--- src/rtl/mult_share_arbiter.sv ---
`timescale 1ns/1ps
// Two requesters share one 8x8 unsigned multiplier through an
// accept / multiply / respond handshake with round-robin or fixed priority.

module wallace_tree_unsigned (
   input  logic [7:0]  i_a,
   input  logic [7:0]  i_b,
   output logic [15:0] o_p
);

   logic [15:0] w_pp [8];
   logic [31:0] w_l1a, w_l1b, w_l2a, w_l2b, w_l3, w_l4;

   // 3:2 compressor over whole words; returns {carry, sum}. Carries out of
   // bit 15 are dropped, which is exact because the product fits in 16 bits.
   function automatic logic [31:0] csa(input logic [15:0] x,
                                       input logic [15:0] y,
                                       input logic [15:0] z);
      logic [15:0] s;
      logic [15:0] c;
      s = x ^ y ^ z;
      c = ((x & y) | (x & z) | (y & z)) << 1;
      return {c, s};
   endfunction

   for (genvar gi = 0; gi < 8; gi++) begin : g_pp
      assign w_pp[gi] = i_b[gi] ? ({8'd0, i_a} << gi) : 16'd0;
   end

   // Eight partial products reduce 8 -> 6 -> 4 -> 3 -> 2, then one carry-propagate add.
   assign w_l1a = csa(w_pp[0], w_pp[1], w_pp[2]);
   assign w_l1b = csa(w_pp[3], w_pp[4], w_pp[5]);
   assign w_l2a = csa(w_l1a[15:0], w_l1a[31:16], w_l1b[15:0]);
   assign w_l2b = csa(w_l1b[31:16], w_pp[6], w_pp[7]);
   assign w_l3  = csa(w_l2a[15:0], w_l2a[31:16], w_l2b[15:0]);
   assign w_l4  = csa(w_l3[15:0], w_l3[31:16], w_l2b[31:16]);
   assign o_p   = w_l4[15:0] + w_l4[31:16];

endmodule

module mult_share_arbiter #(
   parameter bit PRIO_FIXED = 1'b0
) (
   input  logic        clk,
   input  logic        rst_n,
   input  logic        req0_valid,
   input  logic        req1_valid,
   input  logic [7:0]  req0_a,
   input  logic [7:0]  req0_b,
   input  logic [7:0]  req1_a,
   input  logic [7:0]  req1_b,
   output logic        req0_ready,
   output logic        req1_ready,
   output logic        rsp0_valid,
   output logic        rsp1_valid,
   input  logic        rsp0_ready,
   input  logic        rsp1_ready,
   output logic [15:0] rsp_product,
   output logic        busy
);

   typedef enum logic [1:0] {IDLE, MUL, RESP} state_t;

   state_t      r_state;
   state_t      w_next;
   logic        r_grant;
   logic        r_last_grant;
   logic [7:0]  r_op_a;
   logic [7:0]  r_op_b;
   logic [15:0] r_product;
   logic [15:0] w_mul;
   logic        w_sel;
   logic        w_accept;
   logic        w_rsp_ready;

   wallace_tree_unsigned u_mul (
      .i_a (r_op_a),
      .i_b (r_op_b),
      .o_p (w_mul)
   );

   // On a tie round-robin hands the grant to whoever did not win last time.
   always_comb begin
      if (PRIO_FIXED)
         w_sel = ~req0_valid;
      else if (req0_valid && req1_valid)
         w_sel = ~r_last_grant;
      else
         w_sel = req1_valid;
      w_accept    = (r_state == IDLE) && (req0_valid || req1_valid);
      w_rsp_ready = r_grant ? rsp1_ready : rsp0_ready;
   end

   always_ff @(posedge clk or negedge rst_n) begin
      if (!rst_n)
         r_state <= IDLE;
      else
         r_state <= w_next;
   end

   always_ff @(posedge clk or negedge rst_n) begin
      if (!rst_n) begin
         r_grant      <= 1'b0;
         r_last_grant <= 1'b1;
         r_op_a       <= 8'd0;
         r_op_b       <= 8'd0;
         r_product    <= 16'd0;
      end else begin
         if (w_accept) begin
            r_grant      <= w_sel;
            r_last_grant <= w_sel;
            r_op_a       <= w_sel ? req1_a : req0_a;
            r_op_b       <= w_sel ? req1_b : req0_b;
         end
         if (r_state == MUL)
            r_product <= w_mul;
      end
   end

   always_comb begin
      w_next = r_state;
      case (r_state)
         IDLE:    if (w_accept) w_next = MUL;
         MUL:     w_next = RESP;
         RESP:    if (w_rsp_ready) w_next = IDLE;
         default: w_next = IDLE;
      endcase
   end

   // Ready is gated by rst_n so nothing is offered while reset is held.
   always_comb begin
      req0_ready = 1'b0;
      req1_ready = 1'b0;
      if (rst_n && (r_state == IDLE)) begin
         req0_ready = req0_valid & ~w_sel;
         req1_ready = req1_valid & w_sel;
      end
      rsp0_valid = (r_state == RESP) & ~r_grant;
      rsp1_valid = (r_state == RESP) & r_grant;
      busy       = (r_state != IDLE);
   end

   assign rsp_product = r_product;

endmodule

--- config.mk ---
export PLATFORM = sky130hd
export DESIGN_NAME = mult_share_arbiter
export DESIGN_NICKNAME = d
export VERILOG_FILES = /design/src/rtl/mult_share_arbiter.sv
export SDC_FILE = /design/constraint.sdc
export NUM_CORES = 1
export LEC_CHECK = 0
export CELL_PAD_IN_SITES_DETAIL_PLACEMENT = 0
export CELL_PAD_IN_SITES_GLOBAL_PLACEMENT = 1
export CORE_ASPECT_RATIO = 0.9
export CORE_UTILIZATION = 30
export CTS_BUF_LIST = sky130_fd_sc_hd__clkbuf_4 sky130_fd_sc_hd__clkbuf_8
export DETAILED_ROUTE_END_ITERATION = 12
export PLACE_DENSITY_LB_ADDON = 0.05
export SYNTH_ARGS = -nofsm -noshare
export SYNTH_HDL_FRONTEND = slang
export SYNTH_SLANG_ARGS = --single-unit
--- constraint.sdc ---
create_clock -name clk -period 4.13 [get_ports clk]
set_input_delay 0.6195 -clock clk [delete_from_list [all_inputs] [get_ports clk]]
set_output_delay 0.6195 -clock clk [all_outputs]
set_load 0.05 [all_outputs]
==> results.md <==
- Setup repair after global routing could not meet its margin everywhere.
- Measured in cells, the most critical reg-to-reg path has a length of 12.
- The final antenna-violating net count is 0.
- The total of max-cap violations is 0.
- Along the worst path, the maximum fanout reaches 6.
- sky130_fd_sc_hd__dfrtp_1 takes more of the synthesized area than any other cell.
- The post-layout net count is about 540.
- Yosys attributes the largest share of cell area to sky130_fd_sc_hd__dfrtp_1 (25%), sky130_fd_sc_hd__fa_1 (23%), sky130_fd_sc_hd__ha_1 (9.1%).
- The worst setup path is launched from a flip-flop.
- The later-pin clock latency in the skew report is 0.30 ns.
- The number of antenna violations at the first check in global routing is 0.
- The total number of placement rows is 36.
- The number of antenna diodes in the final layout is 0.
- The number of H-tree levels is 2.
- The count of unique library cells instantiated by Yosys is 43.
- The number of buffers added to fix hold violations after cts is 0.
- The startpoint of the most critical register-to-register path is r_op_b[5]$_DFFE_PN0P_.
- The core region is 0.0110 mm^2.
- For this run, the slowest stage of the critical path takes 0.55 ns.
- In the synthesized netlist the dominant register cell turns out to be sky130_fd_sc_hd__dfrtp_1.
- Measured against its own limit, the worst slew margin works out to between 20% and 30%.
- The CTS tree is built.
- At the end of the flow the core is filled with cells to between 40 and 50%.
- Wires add up to 8050 um.
- At the worst endpoint, the arrival time is 4.17 ns.
- Entering global routing, the biggest net connects 35 pins.
- In this run the register-to-register setup slack is about 0.16 ns.
- Setup violations remaining at the end of the flow were counted as 0.
- In this run, synthesis produced a sequential element count of 36.
- After detailed routing, the number of remaining DRC violations is 0.
- The endpoint of the worst register-to-register path is rsp_product[12]$_DFFE_PN0N_.
- The routed layout has roughly 2700 vias.
- The first global-routing pass estimated ~14000 um of wire.
- For this configuration, the core starts out at a cell density of 31.3%.
- The number of fill cells in the layout is 1138.
- In this run, synthesis inferred 0 flip-flops with an integrated enable.
- In the final layout, the multi-input gates occupy roughly 0.0024 mm^2.
- Routability-driven placement finished with a final weighted congestion of a little under 0.8.
- The run finished with clean final reports.
- The clock buffer count from CTS is 5.
- The global-route usage over all layers is between 10 and 15%.
- The global route total overflow is 0.
- In this run, the number of DRC markers left after iteration 0 of detailed routing was approximately 120.
- Traced cell by cell, the critical path runs through and2_4, fa_1, inv_1, fa_1, fa_1, fa_1, inv_1, ha_4, and3_4, a211oi_4, o21ai_1, a221o_1.
- The sequential cells in the finished layout cover a total of slightly above 900 um^2.
- Based on the critical path, the design can be clocked at up to about 250 MHz.
- The area of the die is around 0.012 mm^2.
- The worst path uses between 90 and 100% of the clock period.
- CTS placed an instance of sky130_fd_sc_hd__clkbuf_8 at the clock tree root.
- The final number of max-transition violations was 0.
- The kind of path behind the tightest hold check is in -> async.
- After detailed routing, the average wire length per cell comes to around 14 um.
- The count of endpoints failing hold in the final timing report is 0.
- The smallest clock period supported by the final layout is computed as between 3 and 4 ns.
- The critical-path cell with the highest stage delay is sky130_fd_sc_hd__fa_1.
- The via count of the first global-routing pass is approximately 2700.
- STA classifies the critical path endpoint as a flip-flop.
- The measured slew at the worst slew-check pin is 1.11 ns.
- In this run the cell area of the synthesized design comes to 0.00344 mm^2.
- The most numerous cell on the critical path is sky130_fd_sc_hd__fa_1.
- The routed via count divided by cell count is about 4.5.
- For this run, the number of Yosys warnings is 0.
- The worst setup path is of the reg -> reg kind.
- The clock transition time at the flip-flop clock pins of the worst setup and hold paths is around 0.090 ns.
- The data required time of the critical path is about 4.3 ns.
- The TritonCTS sink count is 36.
- The number of iterations in the first detailed-routing pass is 4.
- Cells with a size suffix above 1 make up 13.6% of the layout.
- In this run the tool buffered the top-level ports with 58 buffer cells.
- After legalization and detailed placement, the total HPWL measured approximately 6400 um.
- The cell count after synthesis came out at between 300 and 400.
- The height of the chip is between 100 and 150 um.
- After synthesis, the mean cell area works out to between 9 and 10 um^2.
- The share of Yosys cell area claimed by the top area cell type is about a quarter.
- In the synthesized netlist the async set-or-reset flop fraction comes to 100%.
- The horizontal die dimension is approximately 110 um.
- For this design the top-level I/O count stands at 59.
- The buffer depth of the longest clock path is 2.
- For the final database, setup skew stands at 0.00781 ns.
- The sequential fraction of the synthesis area is a little over a quarter.
- When the netlist entered floorplanning its net count stood at ~470.
- The layout-stage area growth over the synthesis result is 31.0%.
## how the worst max path moves through the flow
stage,start,endpoint,slack (ns),cells after the start
floorplan,r_op_a[4]$_DFFE_PN0P_,rsp_product[12]$_DFFE_PN0N_,0.1,13
finish,r_op_b[5]$_DFFE_PN0P_,rsp_product[12]$_DFFE_PN0N_,0.16,12
CTS,r_op_b[5]$_DFFE_PN0P_,rsp_product[12]$_DFFE_PN0N_,0.006,12
detailed placement,r_op_b[5]$_DFFE_PN0P_,rsp_product[12]$_DFFE_PN0N_,-0.05,12
global placement,r_op_b[5]$_DFFE_PN0P_,rsp_product[12]$_DFFE_PN0N_,0.03,12
global route,r_op_b[5]$_DFFE_PN0P_,rsp_product[12]$_DFFE_PN0N_,-0.009,12
## layout make-up
| type | instances | area share, % |
|---|---|---|
| Clock buffer | 6 | 1.69 |
| Clock inverter | 2 | 0.778 |
| Inverter | 37 | 3.08 |
| Multi-Input combinational cell | 277 | 52.9 |
| Sequential cell | 36 | 20.2 |
| Tap cell | 152 | 4.22 |
| Timing Repair Buffer | 84 | 17.1 |
## worst max-delay path: cells and delay by family (launching register included)
| family | cells | cell delay, ns |
|---|---|---|
| adder cells (fa/ha/maj) | 5 | 2.24 |
| AO/OA/AOI/OAI | 3 | 0.74 |
| flip-flops | 1 | 0.45 |
| AND/OR/NAND/NOR | 2 | 0.33 |
| buffers and inverters | 2 | 0.11 |
## synth_stat cells (all sizes together) (2+ instances only)
cell type / count
a21o: 5
a21oi: 24
a31oi: 2
and2: 42
and3: 3
buf: 10
clkbuf: 5
dfrtp: 35
fa: 39
ha: 25
inv: 37
mux2i: 16
nand2: 53
nand2b: 3
nand3: 7
nor2: 24
nor3b: 2
o2111ai: 2
o21a: 2
o21ai: 9
or4: 2
xnor2: 2
xor2: 2
## per-layer routing
| layer | share of wire (%) | GRT usage (%) | vias up |
|---|---|---|---|
| met5 | 0 | 0 | - |
| met4 | 0.79 | 3.15 | 0 |
| met3 | 2.4 | 2.63 | 8 |
| met2 | 48 | 23.8 | 38 |
| met1 | 49 | 20.8 | 1310 |
| li1 | - | - | 1332 |
## logic make-up after synthesis
| family | Yosys count | share of synthesized area, % |
|---|---|---|
| adder cells (fa/ha/maj) | 64 | 31.8 |
| XOR/XNOR | 4 | 1.02 |
| AND/OR/NAND/NOR | 139 | 19.7 |
| flip-flops | 36 | 26.2 |
| multiplexers | 17 | 4.98 |
| AO/OA/AOI/OAI | 53 | 9.93 |
| buffers and inverters | 52 | 6.33 |
## cells in the final DEF (no fill, tap or decap), drive strengths merged, types with 6 or more instances in the layout
cell	n
clkbuf	6
nand2	53
fa	39
a21oi	24
o21ai	9
clkdlybuf4s50	57
inv	37
nand3	7
dfrtp	35
buf	27
and2	42
nor2	24
mux2i	16
ha	25
## stage by stage
stage / area, um^2 / std cells / setup slack, ns / hold slack (ns) / TNS [ns]
global route: 4510 / 594 / -0.00871 / 0.222 / -0.00871
finish: 4510 / 594 / 0.158 / 0.208 / 0
global placement: 4310 / 584 / 0.0310 / 0.453 / 0
detailed placement: 4310 / 584 / -0.0503 / 0.458 / -0.0503
CTS: 4430 / 592 / 0.00585 / 0.204 / 0
floorplan: 3440 / 365 / 0.0961 / 0.324 / 0
## sequential cells by signal, summed over array words and instances (netlist names)
signal / flops
r_state: 2
r_op_b: 8
r_op_a: 8
r_grant: 1
rsp_product: 16
r_last_grant: 1
## repair_timing
item,4_1_cts,5_1_grt
cloned,0,0
buffers inserted,0,2
endpoints found under the setup margin,1,5
hold endpoints to repair,0,0
gates resized for setup,3,15
pin swaps,4,6
Power is left out: the tool's default activity adds up to more than one toggle a clock period on the data nets, which glitch-free logic cannot reach.
